[config.mk]
export PLATFORM = sky130hd
export DESIGN_NAME = reservation_station_flat
export DESIGN_NICKNAME = d
export VERILOG_FILES = /design/src/rtl/reservation_station_if.sv /design/src/rtl/reservation_station.sv /design/src/flat_wrapper.sv
export SDC_FILE = /design/constraint.sdc
export NUM_CORES = 1
export LEC_CHECK = 0
export ABC_AREA = 0
export BUFFER_PORTS_ARGS = -buffer_cell sky130_fd_sc_hd__buf_2
export CAP_MARGIN = 20
export CORE_AREA = 8 8 214 216
export CTS_CLUSTER_DIAMETER = 50
export DETAILED_ROUTE_END_ITERATION = 7
export DIE_AREA = 0 0 222 224
export GPL_ROUTABILITY_DRIVEN = 0
export SYNTH_ARGS = -nofsm -noshare
export SYNTH_HDL_FRONTEND = slang
export SYNTH_SLANG_ARGS = --single-unit
[constraint.sdc]
create_clock -name clk -period 2.5 [get_ports clk]
set_input_delay 0.5 -clock clk [delete_from_list [all_inputs] [get_ports clk]]
set_output_delay 0.5 -clock clk [all_outputs]
set_load 0.02 [all_outputs]
[src/rtl/reservation_station_if.sv]
// reservation_station_if: issue, common-data-bus and dispatch signals of one
// reservation station. The master side is the control unit / functional unit
// environment; the slave side is the station itself.
interface reservation_station_if #(
  parameter int TAG_W  = 4,
  parameter int DATA_W = 32
);
  logic              en;
  logic [1:0]        ALUop;
  logic [DATA_W-1:0] vj;
  logic [DATA_W-1:0] vk;
  logic [TAG_W-1:0]  qj;
  logic [TAG_W-1:0]  qk;
  logic              isFull;
  logic [TAG_W-1:0]  issue_tag;
  logic              cdb_valid;
  logic [TAG_W-1:0]  cdb_tag;
  logic [DATA_W-1:0] cdb_data;
  logic              exec_valid;
  logic              exec_ready;
  logic [1:0]        exec_op;
  logic [DATA_W-1:0] exec_a;
  logic [DATA_W-1:0] exec_b;
  logic [TAG_W-1:0]  exec_tag;

  modport master (
    output en, ALUop, vj, vk, qj, qk, cdb_valid, cdb_tag, cdb_data, exec_ready,
    input  isFull, issue_tag, exec_valid, exec_op, exec_a, exec_b, exec_tag
  );

  modport slave (
    input  en, ALUop, vj, vk, qj, qk, cdb_valid, cdb_tag, cdb_data, exec_ready,
    output isFull, issue_tag, exec_valid, exec_op, exec_a, exec_b, exec_tag
  );
endinterface

[src/rtl/reservation_station.sv]
// reservation_station: ENTRIES-deep Tomasulo reservation station with CDB
// wakeup, issue-time CDB bypass and one registered dispatch port.
// Build option: define RS_AGE_PRIORITY_EN to dispatch the oldest READY entry
// (tracked by an age matrix) instead of the lowest-indexed READY entry.
//
// Entry state | meaning
//   FREE      | slot empty, available for issue
//   WAIT      | issued, at least one operand tag still outstanding
//   READY     | both operands present, eligible for dispatch
//   DISP      | latched into exec_* registers, waiting for exec_ready
//   EXEC      | accepted by the functional unit, waiting for its CDB result
module reservation_station #(
  parameter int ENTRIES  = 3,
  parameter int TAG_BASE = 1,
  parameter int TAG_W    = 4,
  parameter int DATA_W   = 32
) (
  input logic                  clk,
  input logic                  rst,
  reservation_station_if.slave bus
);
  localparam int IDX_W = (ENTRIES > 1) ? $clog2(ENTRIES) : 1;

  typedef enum logic [2:0] {S_FREE, S_WAIT, S_READY, S_DISP, S_EXEC} ent_state_t;

  ent_state_t        st_q [ENTRIES];
  ent_state_t        st_d [ENTRIES];
  logic [1:0]        op_q [ENTRIES];
  logic [1:0]        op_d [ENTRIES];
  logic [DATA_W-1:0] vj_q [ENTRIES];
  logic [DATA_W-1:0] vj_d [ENTRIES];
  logic [DATA_W-1:0] vk_q [ENTRIES];
  logic [DATA_W-1:0] vk_d [ENTRIES];
  logic [TAG_W-1:0]  qj_q [ENTRIES];
  logic [TAG_W-1:0]  qj_d [ENTRIES];
  logic [TAG_W-1:0]  qk_q [ENTRIES];
  logic [TAG_W-1:0]  qk_d [ENTRIES];

  logic              exec_valid_q, exec_valid_d;
  logic [1:0]        exec_op_q, exec_op_d;
  logic [DATA_W-1:0] exec_a_q, exec_a_d;
  logic [DATA_W-1:0] exec_b_q, exec_b_d;
  logic [TAG_W-1:0]  exec_tag_q, exec_tag_d;

  logic              is_full;
  logic [IDX_W-1:0]  free_idx;
  logic              sel_found;
  logic [IDX_W-1:0]  sel_idx;
  logic              do_issue;

  function automatic logic [TAG_W-1:0] tag_of(input logic [IDX_W-1:0] idx);
    return TAG_W'(TAG_BASE) + TAG_W'(idx);
  endfunction

  // Tag 0 means "value present", so it never matches a broadcast.
  function automatic logic cdb_hit(input logic v, input logic [TAG_W-1:0] t,
                                   input logic [TAG_W-1:0] q);
    return v && (q != '0) && (q == t);
  endfunction

  // Lowest FREE slot; the station is full when there is none.
  always_comb begin
    is_full  = 1'b1;
    free_idx = '0;
    for (int i = ENTRIES - 1; i >= 0; i--) begin
      if (st_q[i] == S_FREE) begin
        is_full  = 1'b0;
        free_idx = IDX_W'(i);
      end
    end
  end

  assign do_issue = bus.en && !is_full;

`ifdef RS_AGE_PRIORITY_EN
  // older[i][j] is set when entry i was issued before entry j.
  logic [ENTRIES-1:0] older [ENTRIES];

  // Pick the READY entry that is older than every other READY entry.
  always_comb begin
    logic oldest;
    oldest    = 1'b0;
    sel_found = 1'b0;
    sel_idx   = '0;
    for (int i = 0; i < ENTRIES; i++) begin
      oldest = (st_q[i] == S_READY);
      for (int j = 0; j < ENTRIES; j++) begin
        if (j != i && st_q[j] == S_READY && !older[i][j]) oldest = 1'b0;
      end
      if (oldest && !sel_found) begin
        sel_found = 1'b1;
        sel_idx   = IDX_W'(i);
      end
    end
  end

  // A newly issued entry becomes younger than every other slot; stale bits of
  // FREE slots are harmless because they are rewritten on their next issue.
  always_ff @(posedge clk) begin
    if (rst) begin
      for (int i = 0; i < ENTRIES; i++) older[i] <= '0;
    end else if (do_issue) begin
      for (int i = 0; i < ENTRIES; i++) begin
        for (int j = 0; j < ENTRIES; j++) begin
          if (IDX_W'(i) == free_idx)      older[i][j] <= 1'b0;
          else if (IDX_W'(j) == free_idx) older[i][j] <= 1'b1;
        end
      end
    end
  end
`else
  // Pick the lowest-indexed READY entry.
  always_comb begin
    sel_found = 1'b0;
    sel_idx   = '0;
    for (int i = ENTRIES - 1; i >= 0; i--) begin
      if (st_q[i] == S_READY) begin
        sel_found = 1'b1;
        sel_idx   = IDX_W'(i);
      end
    end
  end
`endif

  // Next state: CDB wakeup/free, dispatch handshake and selection, then issue.
  always_comb begin
    st_d         = st_q;
    op_d         = op_q;
    vj_d         = vj_q;
    vk_d         = vk_q;
    qj_d         = qj_q;
    qk_d         = qk_q;
    exec_valid_d = exec_valid_q;
    exec_op_d    = exec_op_q;
    exec_a_d     = exec_a_q;
    exec_b_d     = exec_b_q;
    exec_tag_d   = exec_tag_q;

    for (int i = 0; i < ENTRIES; i++) begin
      case (st_q[i])
        S_WAIT: begin
          if (cdb_hit(bus.cdb_valid, bus.cdb_tag, qj_q[i])) begin
            vj_d[i] = bus.cdb_data;
            qj_d[i] = '0;
          end
          if (cdb_hit(bus.cdb_valid, bus.cdb_tag, qk_q[i])) begin
            vk_d[i] = bus.cdb_data;
            qk_d[i] = '0;
          end
          if (qj_d[i] == '0 && qk_d[i] == '0) st_d[i] = S_READY;
        end
        S_DISP: if (exec_valid_q && bus.exec_ready) st_d[i] = S_EXEC;
        S_EXEC: if (cdb_hit(bus.cdb_valid, bus.cdb_tag, tag_of(IDX_W'(i)))) st_d[i] = S_FREE;
        default: ;
      endcase
    end

    // The dispatch register refills in the same edge that it is accepted.
    if (!exec_valid_q || bus.exec_ready) begin
      exec_valid_d = sel_found;
      if (sel_found) begin
        st_d[sel_idx] = S_DISP;
        exec_op_d     = op_q[sel_idx];
        exec_a_d      = vj_q[sel_idx];
        exec_b_d      = vk_q[sel_idx];
        exec_tag_d    = tag_of(sel_idx);
      end
    end

    if (do_issue) begin
      op_d[free_idx] = bus.ALUop;
      vj_d[free_idx] = bus.vj;
      vk_d[free_idx] = bus.vk;
      qj_d[free_idx] = bus.qj;
      qk_d[free_idx] = bus.qk;
      if (cdb_hit(bus.cdb_valid, bus.cdb_tag, bus.qj)) begin
        vj_d[free_idx] = bus.cdb_data;
        qj_d[free_idx] = '0;
      end
      if (cdb_hit(bus.cdb_valid, bus.cdb_tag, bus.qk)) begin
        vk_d[free_idx] = bus.cdb_data;
        qk_d[free_idx] = '0;
      end
      st_d[free_idx] = (qj_d[free_idx] == '0 && qk_d[free_idx] == '0) ? S_READY : S_WAIT;
    end
  end

  // State register; reset drops any pending dispatch.
  always_ff @(posedge clk) begin
    if (rst) begin
      for (int i = 0; i < ENTRIES; i++) begin
        st_q[i] <= S_FREE;
        op_q[i] <= '0;
        vj_q[i] <= '0;
        vk_q[i] <= '0;
        qj_q[i] <= '0;
        qk_q[i] <= '0;
      end
      exec_valid_q <= 1'b0;
      exec_op_q    <= '0;
      exec_a_q     <= '0;
      exec_b_q     <= '0;
      exec_tag_q   <= '0;
    end else begin
      st_q         <= st_d;
      op_q         <= op_d;
      vj_q         <= vj_d;
      vk_q         <= vk_d;
      qj_q         <= qj_d;
      qk_q         <= qk_d;
      exec_valid_q <= exec_valid_d;
      exec_op_q    <= exec_op_d;
      exec_a_q     <= exec_a_d;
      exec_b_q     <= exec_b_d;
      exec_tag_q   <= exec_tag_d;
    end
  end

  assign bus.isFull     = is_full;
  assign bus.issue_tag  = is_full ? '0 : tag_of(free_idx);
  assign bus.exec_valid = exec_valid_q;
  assign bus.exec_op    = exec_op_q;
  assign bus.exec_a     = exec_a_q;
  assign bus.exec_b     = exec_b_q;
  assign bus.exec_tag   = exec_tag_q;
endmodule

[src/flat_wrapper.sv]
// flat-port wrapper written by rule: the top's interface ports become plain ports
module reservation_station_flat 
#(
  parameter int ENTRIES  = 3,
  parameter int TAG_BASE = 1,
  parameter int TAG_W    = 4,
  parameter int DATA_W   = 32
)
  (clk, rst, bus_en, bus_ALUop, bus_vj, bus_vk, bus_qj, bus_qk, bus_cdb_valid, bus_cdb_tag, bus_cdb_data, bus_exec_ready, bus_isFull, bus_issue_tag, bus_exec_valid, bus_exec_op, bus_exec_a, bus_exec_b, bus_exec_tag);
  reservation_station_if #(.TAG_W(TAG_W), .DATA_W(DATA_W)) bus_i ();
  input logic clk;
  input logic rst;
  input wire logic [$bits(bus_i.en)-1:0] bus_en;
  input wire logic [$bits(bus_i.ALUop)-1:0] bus_ALUop;
  input wire logic [$bits(bus_i.vj)-1:0] bus_vj;
  input wire logic [$bits(bus_i.vk)-1:0] bus_vk;
  input wire logic [$bits(bus_i.qj)-1:0] bus_qj;
  input wire logic [$bits(bus_i.qk)-1:0] bus_qk;
  input wire logic [$bits(bus_i.cdb_valid)-1:0] bus_cdb_valid;
  input wire logic [$bits(bus_i.cdb_tag)-1:0] bus_cdb_tag;
  input wire logic [$bits(bus_i.cdb_data)-1:0] bus_cdb_data;
  input wire logic [$bits(bus_i.exec_ready)-1:0] bus_exec_ready;
  output wire logic [$bits(bus_i.isFull)-1:0] bus_isFull;
  output wire logic [$bits(bus_i.issue_tag)-1:0] bus_issue_tag;
  output wire logic [$bits(bus_i.exec_valid)-1:0] bus_exec_valid;
  output wire logic [$bits(bus_i.exec_op)-1:0] bus_exec_op;
  output wire logic [$bits(bus_i.exec_a)-1:0] bus_exec_a;
  output wire logic [$bits(bus_i.exec_b)-1:0] bus_exec_b;
  output wire logic [$bits(bus_i.exec_tag)-1:0] bus_exec_tag;
  assign bus_i.en = bus_en;
  assign bus_i.ALUop = bus_ALUop;
  assign bus_i.vj = bus_vj;
  assign bus_i.vk = bus_vk;
  assign bus_i.qj = bus_qj;
  assign bus_i.qk = bus_qk;
  assign bus_i.cdb_valid = bus_cdb_valid;
  assign bus_i.cdb_tag = bus_cdb_tag;
  assign bus_i.cdb_data = bus_cdb_data;
  assign bus_i.exec_ready = bus_exec_ready;
  assign bus_isFull = bus_i.isFull;
  assign bus_issue_tag = bus_i.issue_tag;
  assign bus_exec_valid = bus_i.exec_valid;
  assign bus_exec_op = bus_i.exec_op;
  assign bus_exec_a = bus_i.exec_a;
  assign bus_exec_b = bus_i.exec_b;
  assign bus_exec_tag = bus_i.exec_tag;
  reservation_station #(.ENTRIES(ENTRIES), .TAG_BASE(TAG_BASE), .TAG_W(TAG_W), .DATA_W(DATA_W)) u_core (.clk(clk), .rst(rst), .bus(bus_i));
endmodule
### Word level (Yosys, flattened, before mapping)

Cells that the tools add are included.

* bits in registers: 302
* output and inout bits: 76
* logic and storage cells: 212

* $add $sub $neg: 2
* order comparisons: 4
* equal/unequal tests: 23
* multiplexer cells: 102
* bitwise gates (word level): 8
* reductions and logical operators: 50

Operators with widths (number)
* two-way mux 32 bit: 17
* bitwise mux 96 bit: 4
* two-way mux 96 bit: 4
* binary-select mux 32 bit (select 2 bit): 2
* two-way mux 4 bit: 24
* two-way mux 12 bit: 6
* demux 32 bit (select 2 bit): 1
* two-way mux 3 bit: 11
* equality test 4 bit: 8
* zero test 4 bit: 8
* nonzero test 4 bit: 8
* logical AND 1 bit: 27
* two-way mux 9 bit: 3
* one-hot mux 3 bit (3 select lines): 3
* bitwise AND 12 bit: 2
* bitwise mux 12 bit: 2
* two-way mux 2 bit: 10
* equality test 3 x 2 -> 1 bit, second input constant: 6
* binary-select mux 4 bit (select 2 bit): 2
* demux 3 bit (select 2 bit): 2
* NOT 12 bit: 1
* bitwise mux 9 bit: 1
* equality test 3 x 1 -> 1 bit, second input constant: 3
* equality test 3 bit, second input constant: 3
* other kinds (18): 31

### Longest topological paths before layout

Gate-level depths: netlist of the first run.

* depth in word-level cells: 21
* depth in mapped cells: 9
* mapped depth without buffers: 5

### Least setup slack after synthesis of the first run

Ideal clock, no wire load.

* kind: input-to-reg
* start: input bus_cdb_tag[0]
* end: register u_core.vk_q[91] (netlist bit)
* arrival time: 2132 ps
* required time: 2426 ps
* setup slack: 293 ps
* stages: 8
* path buffers: 3
* path through: buf_2 or3_1 a21oi_2 buf_2 nor2_1 clkbuf_1 a221o_1 o21ai_0

* cells in the longest elaborated chain, start to end: 8

RTL lines
* start, declared: RTL line flat_wrapper.sv:20 `input wire logic [$bits(bus_i.cdb_tag)-1:0] bus_cdb_tag;`
* equality test 4 bit: RTL line reservation_station.sv:58 `return v && (q != '0) && (q == t);`
* logical AND 1 bit: RTL line reservation_station.sv:58
* two-way mux 32 bit: RTL line reservation_station.sv:146 `if (cdb_hit(bus.cdb_valid, bus.cdb_tag, qk_q[i])) begin`
* two-way mux 32 bit: RTL line reservation_station.sv:140 `case (st_q[i])`
* bitwise mux 96 bit: RTL line reservation_station.sv:173 `vk_d[free_idx] = bus.vk;`
* bitwise mux 96 bit: RTL line reservation_station.sv:181 `vk_d[free_idx] = bus.cdb_data;`
* two-way mux 96 bit: RTL line reservation_station.sv:180 `if (cdb_hit(bus.cdb_valid, bus.cdb_tag, bus.qk)) begin`
* two-way mux 96 bit *: RTL line reservation_station.sv:170 `if (do_issue) begin`
* end signal, assigned: RTL line reservation_station.sv:208 `vk_q <= vk_d;`
* end, declared: RTL line reservation_station.sv:32 `logic [DATA_W-1:0] vk_q [ENTRIES];`

Mark *: on every way between the ends. The rest lies on a longest branch, timed or not.
A chain may end at the register's enable or synchronous reset.

### Final worst setup path of the first run

* start: register u_core.st_q[5] (netlist bit)
* end: output bus_isFull

* cells in the longest elaborated chain, start to end: 3

RTL lines
* start, declared: RTL line reservation_station.sv:26 `ent_state_t st_q [ENTRIES];`
* start signal, assigned: RTL line reservation_station.sv:205 `st_q <= st_d;`
* zero test 3 bit: RTL line reservation_station.sv:66 `if (st_q[i] == S_FREE) begin`
* two-way mux 1 bit (2 in series): RTL line reservation_station.sv:66
* end, declared: RTL line flat_wrapper.sv:23 `output wire logic [$bits(bus_i.isFull)-1:0] bus_isFull;`

No other way between the ends.

==> insert_results.sql, run 1 <==
INSERT INTO impl_metrics (metric_group, metric, value, unit) VALUES
('synth', 'synth-seq-area-share', '38.0', '%'),
('critical_path', 'setup.worst_path.end_class', 'output pin', ''),
('timing', 'rsz0062_at_grt', 'false', ''),
('clock_tree', 'clockBufferDepth', '3', ''),
('clock_tree', 'tritoncts.num_buffers', '41', ''),
('timing', 'setup_ws', '0.0301', 'ns'),
('power', 'power.total', '16.3', 'mW'),
('flow_run', 'cap_viol_max_count', '0', ''),
('grt', 'grt_pass1_vias', '14800', ''),
('clock_tree', 'tritoncts', 'built', ''),
('synth', 'synth_area', '0.0159', 'mm^2'),
('run_status', 'run_status', 'finished clean', ''),
('route', 'drt-initial-drc-count', '1447', ''),
('grt', 'globalRouteTotalUtil', '21.9', '%'),
('timing', 'fin_crit', '2.47', 'ns'),
('clock_tree', 'htree_num_levels', '2', ''),
('clock_tree', 'cts.root.buffer_cell', 'sky130_fd_sc_hd__clkbuf_16', ''),
('power', 'sequential_fraction_of_design_power', '35.4', '%'),
('die', 'io_pins', '191', ''),
('timing', 'max_freq', '405', 'MHz'),
('power', 'leak_pwr', '6.87', 'nW'),
('timing', 'timing_max_transition_violations_final', '0', ''),
('timing', 'clock-skew-final', '0.0157', 'ns'),
('grt', 'grt_remaining_overflow', '0', ''),
('route', 'wire_per_inst', '22.4', 'um'),
('route', 'detailed_routing_iterations_pass_1', '7', ''),
('critical_path', 'setup.worst_path.class', 'reg -> out', ''),
('route', 'routed_via_density', '5.95', ''),
('die', 'floorplan_row_count', '76', ''),
('timing', 'fin_tns_setup', '0', 'ns'),
('placed_design', 'post-place-ws', '0.00780', 'ns'),
('route', 'drc', '0', ''),
('timing', 'slew-limit-headroom', '38.6', '%'),
('route', 'via_count', '15100', ''),
('cells_and_area', 'areaGrowthSynthToFinish', '20.8', '%'),
('synth', 'syn_avg_cell_area', '8.47', 'um^2'),
('timing', 'worst_slew_pin_slew', '0.921', 'ns'),
('critical_path', 'crit_path_cell_trace', 'nor3_2, buf_4, nor3_4, buf_12, buf_2', ''),
('grt', 'grt_start_max_net_pins', '101', ''),
('power', 'power_density', '849', 'mW/mm^2'),
('critical_path', 'critical-path-slowest-cell', 'sky130_fd_sc_hd__dfxtp_1', ''),
('power', 'combinationalPowerShare', '26.9', '%'),
('power', 'p_int', '10.8', 'mW'),
('power', 'peak_ir_drop_on_the_vdd_network', '0.000529', 'V'),
('die', 'die-area', '0.0497', 'mm^2'),
('synth', 'asyncSetResetFlopFracSynth', '0', '%'),
('synth', 'netlist_instances', '1874', ''),
('die', 'coreArea', '0.0425', 'mm^2'),
('critical_path', 'slowest_delay', '0.46', 'ns'),
('worst_hold_path', 'timing.hold.worst.class', 'in -> reg', ''),
('die', 'die_w', '222', 'um'),
('synth', 'synth.distinct_cells', '58', ''),
('grt', 'antenna_found_initial', '5', ''),
('timing', 'setup_viol', '0', ''),
('power', 'net_switching_component_of_the_power', '5.49', 'mW'),
('placed_design', 'hpwl', '35500', 'um'),
('die', 'floorplan.die.height', '224', 'um'),
('placed_design', 'numPortBuffers', '187', ''),
('critical_path', 'required', '2.00', 'ns'),
('clock_tree', 'clk_latency', '0.57', 'ns'),
('power', 'clockPowerShare', '37.8', '%'),
('timing', 'layout_worst_path_cycle_share', '98.8', '%'),
('synth', 'synth_edf_count', '0', ''),
('cells_and_area', 'layout-drive-gt1-share', '18.6', '%'),
('clock_tree', 'clock-sinks', '301', ''),
('critical_path', 'worstPathArrival', '1.97', 'ns'),
('synth', 'number_of_storage_elements_in_the_synthesis_netlist', '301', ''),
('critical_path', 'critPathLaunchType', 'register', ''),
('power', 'p_sw_share', '33.7', '%'),
('synth', 'ys.warnings.count', '0', ''),
('route', 'drt-total-wl', '57000', 'um'),
('cells_and_area', 'nNetsFinal', '2079', ''),
('grt', 'wire_length_of_the_first_global_routing_pass', '87300', 'um'),
('clock_tree', 'worst_setup_hold_path_clk_slew', '0.06', 'ns'),
('route', 'route.antenna.remaining_nets', '0', ''),
('timing', 'finalHoldViolations', '0', ''),
('cells_and_area', 'final_core_util', '45.1', '%'),
('critical_path', 'path_max_fanout', '11', ''),
('die', 'start_util', '37.4', '%'),
('synth', 'synth_flop_cell', 'sky130_fd_sc_hd__dfxtp_1', ''),
('clock_tree', 'post_cts_hold_buffer_count', '0', '');
[path summary, 6_finish.rpt]
| path | startpoint | end | slack (ns) | depth (start not counted) |
|---|---|---|---|---|
| worst min-delay path | bus_ALUop[0] | u_core.op_q[4] | 0.21 | 3 |
| worst max register to register | u_core.st_q[2] | u_core.vj_q[23] | 0.19 | 6 |
| worst max-delay path | u_core.st_q[5] | bus_isFull | 0.03 | 5 |
| worst min register to register | u_core.bus.exec_b[30] | u_core.bus.exec_b[30] | 0.45 | 2 |
[synth_stat cells, types with 3 or more instances]
cell type,number,area share (%)
sky130_fd_sc_hd__inv_1,42,0.99
sky130_fd_sc_hd__a211oi_1,33,1.6
sky130_fd_sc_hd__o21ai_0,40,1.3
sky130_fd_sc_hd__o31ai_1,35,1.7
sky130_fd_sc_hd__mux2i_1,258,16
sky130_fd_sc_hd__nor2_1,104,2.5
sky130_fd_sc_hd__o21ai_1,35,1.1
sky130_fd_sc_hd__or3_1,40,1.6
sky130_fd_sc_hd__and3_1,4,0.16
sky130_fd_sc_hd__nor3_1,12,0.38
sky130_fd_sc_hd__a2bb2oi_1,3,0.17
sky130_fd_sc_hd__nor4_1,4,0.16
sky130_fd_sc_hd__xnor2_1,22,1.2
sky130_fd_sc_hd__buf_2,54,1.7
sky130_fd_sc_hd__a31oi_1,5,0.20
sky130_fd_sc_hd__o32a_1,9,0.57
sky130_fd_sc_hd__o22ai_1,132,5.2
sky130_fd_sc_hd__nand2_1,238,5.6
sky130_fd_sc_hd__nor3b_2,3,0.24
sky130_fd_sc_hd__nand3_1,14,0.44
sky130_fd_sc_hd__a21oi_1,120,3.8
sky130_fd_sc_hd__clkbuf_1,155,3.7
sky130_fd_sc_hd__nand3b_1,12,0.57
sky130_fd_sc_hd__buf_4,6,0.28
sky130_fd_sc_hd__dfxtp_1,301,38
sky130_fd_sc_hd__a221oi_1,5,0.28
sky130_fd_sc_hd__a221o_1,66,4.2
sky130_fd_sc_hd__nand4_1,7,0.28
sky130_fd_sc_hd__and2_1,8,0.32
sky130_fd_sc_hd__a211o_1,66,3.6
sky130_fd_sc_hd__xor2_1,3,0.17
[logic make-up after synthesis]
| logic type | share of synthesized area, % |
|---|---|
| multiplexers | 16.3 |
| buffers and inverters | 6.83 |
| AO/OA/AOI/OAI | 24.5 |
| XOR/XNOR | 1.38 |
| AND/OR/NAND/NOR | 13.0 |
| flip-flops | 38.0 |
| other | 0.0236 |
[layout by cell type, fill, tap and decap left out, drive strengths merged, types with 40 or more instances in the layout]
cell and count:
dfxtp 301, o22ai 132, clkbuf 53, o21ai 76, mux2i 258, a221o 66, a21oi 121, inv 46
a211o 66, or3 40, nor2 104, nand2 238, buf 261
[metrics by stage]
stage,instance area [um^2],std cells,hold WS (ns)
global placement,17700,2462,0.442
detailed placement,17700,2462,0.443
CTS,19200,2539,0.190
finish,19200,2541,0.213
global route,19200,2540,0.211
floorplan,15900,1876,0.436
[per-layer routing]
| layer | GRT usage (%) | vias to the layer above | routed length, um |
|---|---|---|---|
| met3 | 4.75 | 130 | 4210 |
| met4 | 8.49 | 6 | 1950 |
| met1 | 28.6 | 7279 | 25200 |
| met5 | 0.391 | - | 37 |
| li1 | - | 7068 | - |
| met2 | 35.0 | 640 | 25600 |
[what timing repair did]
action / CTS / global route
gates cloned: 2 / 0
pin swaps: 3 / 1
setup endpoints to repair: 2 / 20
setup buffers: 2 / 1
resized for setup: 5 / 0
[flip-flops by register name (all words and copies together), names as in the netlist]
name / flops
u_core.vk_q: 96
u_core.bus.exec_valid: 1
u_core.qj_q: 12
u_core.vj_q: 96
u_core.bus.exec_a: 32
u_core.st_q: 9
u_core.bus.exec_tag: 3
u_core.op_q: 6
u_core.bus.exec_b: 32
u_core.qk_q: 12
u_core.bus.exec_op: 2
[cell type report]
type	instances	area [um^2]
fill	4087	23300
multi-input combinational	1315	8910
sequential	301	6030
timing repair buffer	262	1970
clock buffer	53	1180
tap	546	683
clock inverter	20	244
inverter	43	161
antenna	1	2.50
[power by group through the flow]
stage	Clock, mW	Sequential [mW]	Combinational [mW]
global placement	0	5.83	4.19
floorplan	0	5.92	2.60
CTS	6.23	5.75	4.35
global route	6.43	5.82	4.70
finish	6.15	5.76	4.38
detailed placement	0	5.84	4.26
[critical path, delay by kind of cell (launching register included)]
| kind | cells | cell delay (ns) |
|---|---|---|
| buffers and inverters | 3 | 0.56 |
| flip-flops | 1 | 0.46 |
| AND/OR/NAND/NOR | 2 | 0.38 |
(Power assumes the default switching activity.)
==> run 2, diff against run 1 <==
Settings changed: CORE_AREA 8 8 214 216 to 2 2 208 210, DIE_AREA 0 0 222 224 to 0 0 210 212, MAX_ROUTING_LAYER set to met4.
==> insert_results.sql, run 2 (synthesized netlist as in run 1, its figures left out) <==
INSERT INTO impl_metrics (metric_group, metric, value, unit) VALUES
('cells_and_area', 'nNetsFinal', '2090', ''),
('grt', 'busiest_layer', 'met2', ''),
('worst_hold_path', 'min-delay-start', 'bus_ALUop[0]', ''),
('cells_and_area', 'postLayoutCellArea', '0.0192', 'mm^2'),
('worst_hold_path', 'whs_endpoint', 'u_core.op_q[2]', ''),
('timing', 'slew-limit-headroom', '33.3', '%'),
('grt', 'grt_remaining_overflow', '0', ''),
('cells_and_area', 'layout-drive-gt1-share', '18.9', '%'),
('power', 'clockPowerShare', '36.9', '%'),
('power', 'peak_ir_drop_on_the_vdd_network', '0.000516', 'V'),
('timing', 'rsz0062_at_grt', 'false', ''),
('timing', 'setup_viol', '0', ''),
('die', 'die-area', '0.0445', 'mm^2'),
('critical_path', 'timing.rr.start', 'u_core.st_q[4]', ''),
('clock_tree', 'tritoncts', 'built', ''),
('cells_and_area', 'layout_commonest_cell', 'sky130_fd_sc_hd__dfxtp_1', ''),
('placed_design', 'hpwl', '34500', 'um'),
('power', 'combinationalPowerShare', '27.5', '%'),
('die', 'io_pins', '191', ''),
('timing', 'clock-skew-final', '0.0234', 'ns'),
('critical_path', 'setup.worst_path.end_class', 'output pin', ''),
('cells_and_area', 'largestRegisters', 'u_core.vj_q x96, u_core.vk_q x96', ''),
('timing', 'worst_slew_pin_slew', '1.00', 'ns'),
('flow_run', 'cap_viol_max_count', '0', ''),
('clock_tree', 'tritoncts.num_buffers', '42', ''),
('die', 'start_util', '37.4', '%'),
('die', 'floorplan_row_count', '76', ''),
('cells_and_area', 'fillerInstances', '4065', ''),
('grt', 'wire_length_of_the_first_global_routing_pass', '86300', 'um'),
('timing', 'timing_max_transition_violations_final', '0', ''),
('power', 'sequential_fraction_of_design_power', '35.5', '%'),
('power', 'leak_pwr', '6.86', 'nW'),
('critical_path', 'worstPathArrival', '1.96', 'ns'),
('route', 'detailed_routing_iterations_pass_1', '8', ''),
('critical_path', 'setup.worst_path.class', 'reg -> out', ''),
('clock_tree', 'cts.root.buffer_cell', 'sky130_fd_sc_hd__clkbuf_16', ''),
('cells_and_area', 'areaGrowthSynthToFinish', '20.9', '%'),
('clock_tree', 'clockBufferDepth', '3', ''),
('critical_path', 'critPathLaunchType', 'register', ''),
('power', 'power_density', '845', 'mW/mm^2'),
('critical_path', 'critical_path.reg2reg.endpoint', 'u_core.vj_q[88]', ''),
('route', 'drt-total-wl', '56500', 'um'),
('power', 'power.total', '16.2', 'mW'),
('timing', 'layout_worst_path_cycle_share', '98.5', '%'),
('critical_path', 'timing.reg2reg.setup_slack', '0.13', 'ns'),
('grt', 'grt.met3_usage', '4.17', '%'),
('die', 'floorplan.die.height', '212', 'um'),
('clock_tree', 'worst_setup_hold_path_clk_slew', '0.06', 'ns'),
('timing', 'setup_ws', '0.0385', 'ns'),
('route', 'drt-initial-drc-count', '1444', ''),
('route', 'route.antenna.remaining_nets', '0', ''),
('route', 'routed_via_density', '6.04', ''),
('timing', 'finalHoldWorstSlack', '0.205', 'ns'),
('grt', 'grt_start_max_net_pins', '132', ''),
('grt', 'grtUsageMet1', '33.7', '%'),
('grt', 'groute.layer.met2.usage', '39.2', '%'),
('critical_path', 'path_max_fanout', '33', ''),
('cells_and_area', 'most-common-layout-cells', 'sky130_fd_sc_hd__dfxtp_1 (301), sky130_fd_sc_hd__mux2i_1 (258), sky130_fd_sc_hd__nand2_1 (233)', ''),
('placed_design', 'numPortBuffers', '187', ''),
('worst_hold_path', 'timing.hold.worst.class', 'in -> reg', ''),
('placed_design', 'post-place-ws', '-0.188', 'ns'),
('clock_tree', 'post_cts_hold_buffer_count', '0', ''),
('clock_tree', 'clk_latency', '0.57', 'ns'),
('critical_path', 'required', '2.00', 'ns'),
('grt', 'grt_pass1_vias', '14900', ''),
('power', 'net_switching_component_of_the_power', '5.58', 'mW'),
('die', 'coreArea', '0.0425', 'mm^2'),
('clock_tree', 'clock-sinks', '301', ''),
('timing', 'finalHoldViolations', '0', ''),
('power', 'p_sw_share', '34.4', '%'),
('route', 'via_count', '15400', ''),
('grt', 'globalRouteTotalUtil', '25.5', '%'),
('worst_hold_path', 'min_path_cells', '3', ''),
('grt', 'antenna_found_initial', '3', ''),
('power', 'p_int', '10.6', 'mW'),
('route', 'drc', '0', ''),
('route', 'wire_per_inst', '22.1', 'um'),
('run_status', 'run_status', 'finished clean', ''),
('timing', 'max_freq', '406', 'MHz'),
('critical_path', 'reg2reg_depth', '7', ''),
('clock_tree', 'htree_num_levels', '2', ''),
('die', 'die_w', '210', 'um'),
('timing', 'fin_crit', '2.46', 'ns'),
('placed_design', 'placed_cell_area', '0.0177', 'mm^2');
run 2: changes by cell type in the layout (fill, tap and decap cells not counted), moves of 2 or more:
cell,before,now
sky130_fd_sc_hd__clkbuf_8,9,6
sky130_fd_sc_hd__bufinv_16,4,2
sky130_fd_sc_hd__dfxtp_2,2,0
sky130_fd_sc_hd__dfxtp_1,299,301
sky130_fd_sc_hd__buf_12,35,33
sky130_fd_sc_hd__buf_4,39,51
sky130_fd_sc_hd__clkinvlp_4,2,7
sky130_fd_sc_hd__diode_2,1,3
run 2: worst max path at each step:
stage / startpoint / to
3_5_place_dp: bus_cdb_tag[0] / u_core.vk_q[91]
2_1_floorplan: bus_cdb_tag[0] / u_core.vk_q[91]
3_3_place_gp: bus_cdb_tag[0] / u_core.vj_q[48]
4_1_cts: u_core.st_q[6] / bus_isFull
5_1_grt: u_core.st_q[6] / bus_isFull
6_report: u_core.st_q[6] / bus_isFull
run 2: cell type report:
cell class | count | area, um^2 | share of cell area [%]
flip-flops and latches | 301 | 6030 | 31.4
multi-input cells | 1315 | 8920 | 46.5
clock inverters | 23 | 216 | 1.13
clock buffers | 52 | 1170 | 6.10
inverters | 43 | 161 | 0.841
diodes | 3 | 7.51 | 0.0391
well taps | 546 | 683 | 3.56
repair buffers | 272 | 2000 | 10.4
run 2: worst max-delay path: stages, from the launching register on:
cell and delay [ns]:
sky130_fd_sc_hd__dfxtp_1 0.33, sky130_fd_sc_hd__nor3_1 0.06, sky130_fd_sc_hd__buf_4 0.15, sky130_fd_sc_hd__nor3_4 0.34, sky130_fd_sc_hd__buf_12 0.28, sky130_fd_sc_hd__buf_2 0.23
run 2: what timing repair did:
| item | 4_1_cts | 5_1_grt |
|---|---|---|
| pin swaps | 1 | 0 |
| endpoints found under the setup margin | 2 | 17 |
| setup buffers | 1 | 0 |
| resized for setup | 7 | 2 |
| endpoints found under the hold margin | 0 | 0 |
| cloned | 1 | 0 |
run 2: per-layer routing:
metal | share of wire, % | routed length [um]
met5 | 0 | 0
met4 | 3.6 | 2010
met3 | 7.5 | 4250
met2 | 45 | 25400
met1 | 44 | 24900
run 2: metrics by stage:
| step | setup TNS, ns | util [%] | cells |
|---|---|---|---|
| after floorplan | 0 | - | 1876 |
| after global placement | -20.08 | 41.7 | 2474 |
| after detailed placement | -8.10 | 41.7 | 2475 |
| after CTS | 0 | 45.1 | 2552 |
| after global routing | 0 | 45.1 | 2554 |
| final | 0 | 45.1 | 2555 |
run 2: power by group through the flow:
stage	sequential [mW]	clock (mW)	combinational (mW)
after floorplan	5.92	0	2.60
after global placement	5.82	0	4.25
after global routing	5.82	6.28	4.80
final	5.76	5.99	4.47
after detailed placement	5.83	0	4.34
after CTS	5.74	6.07	4.43
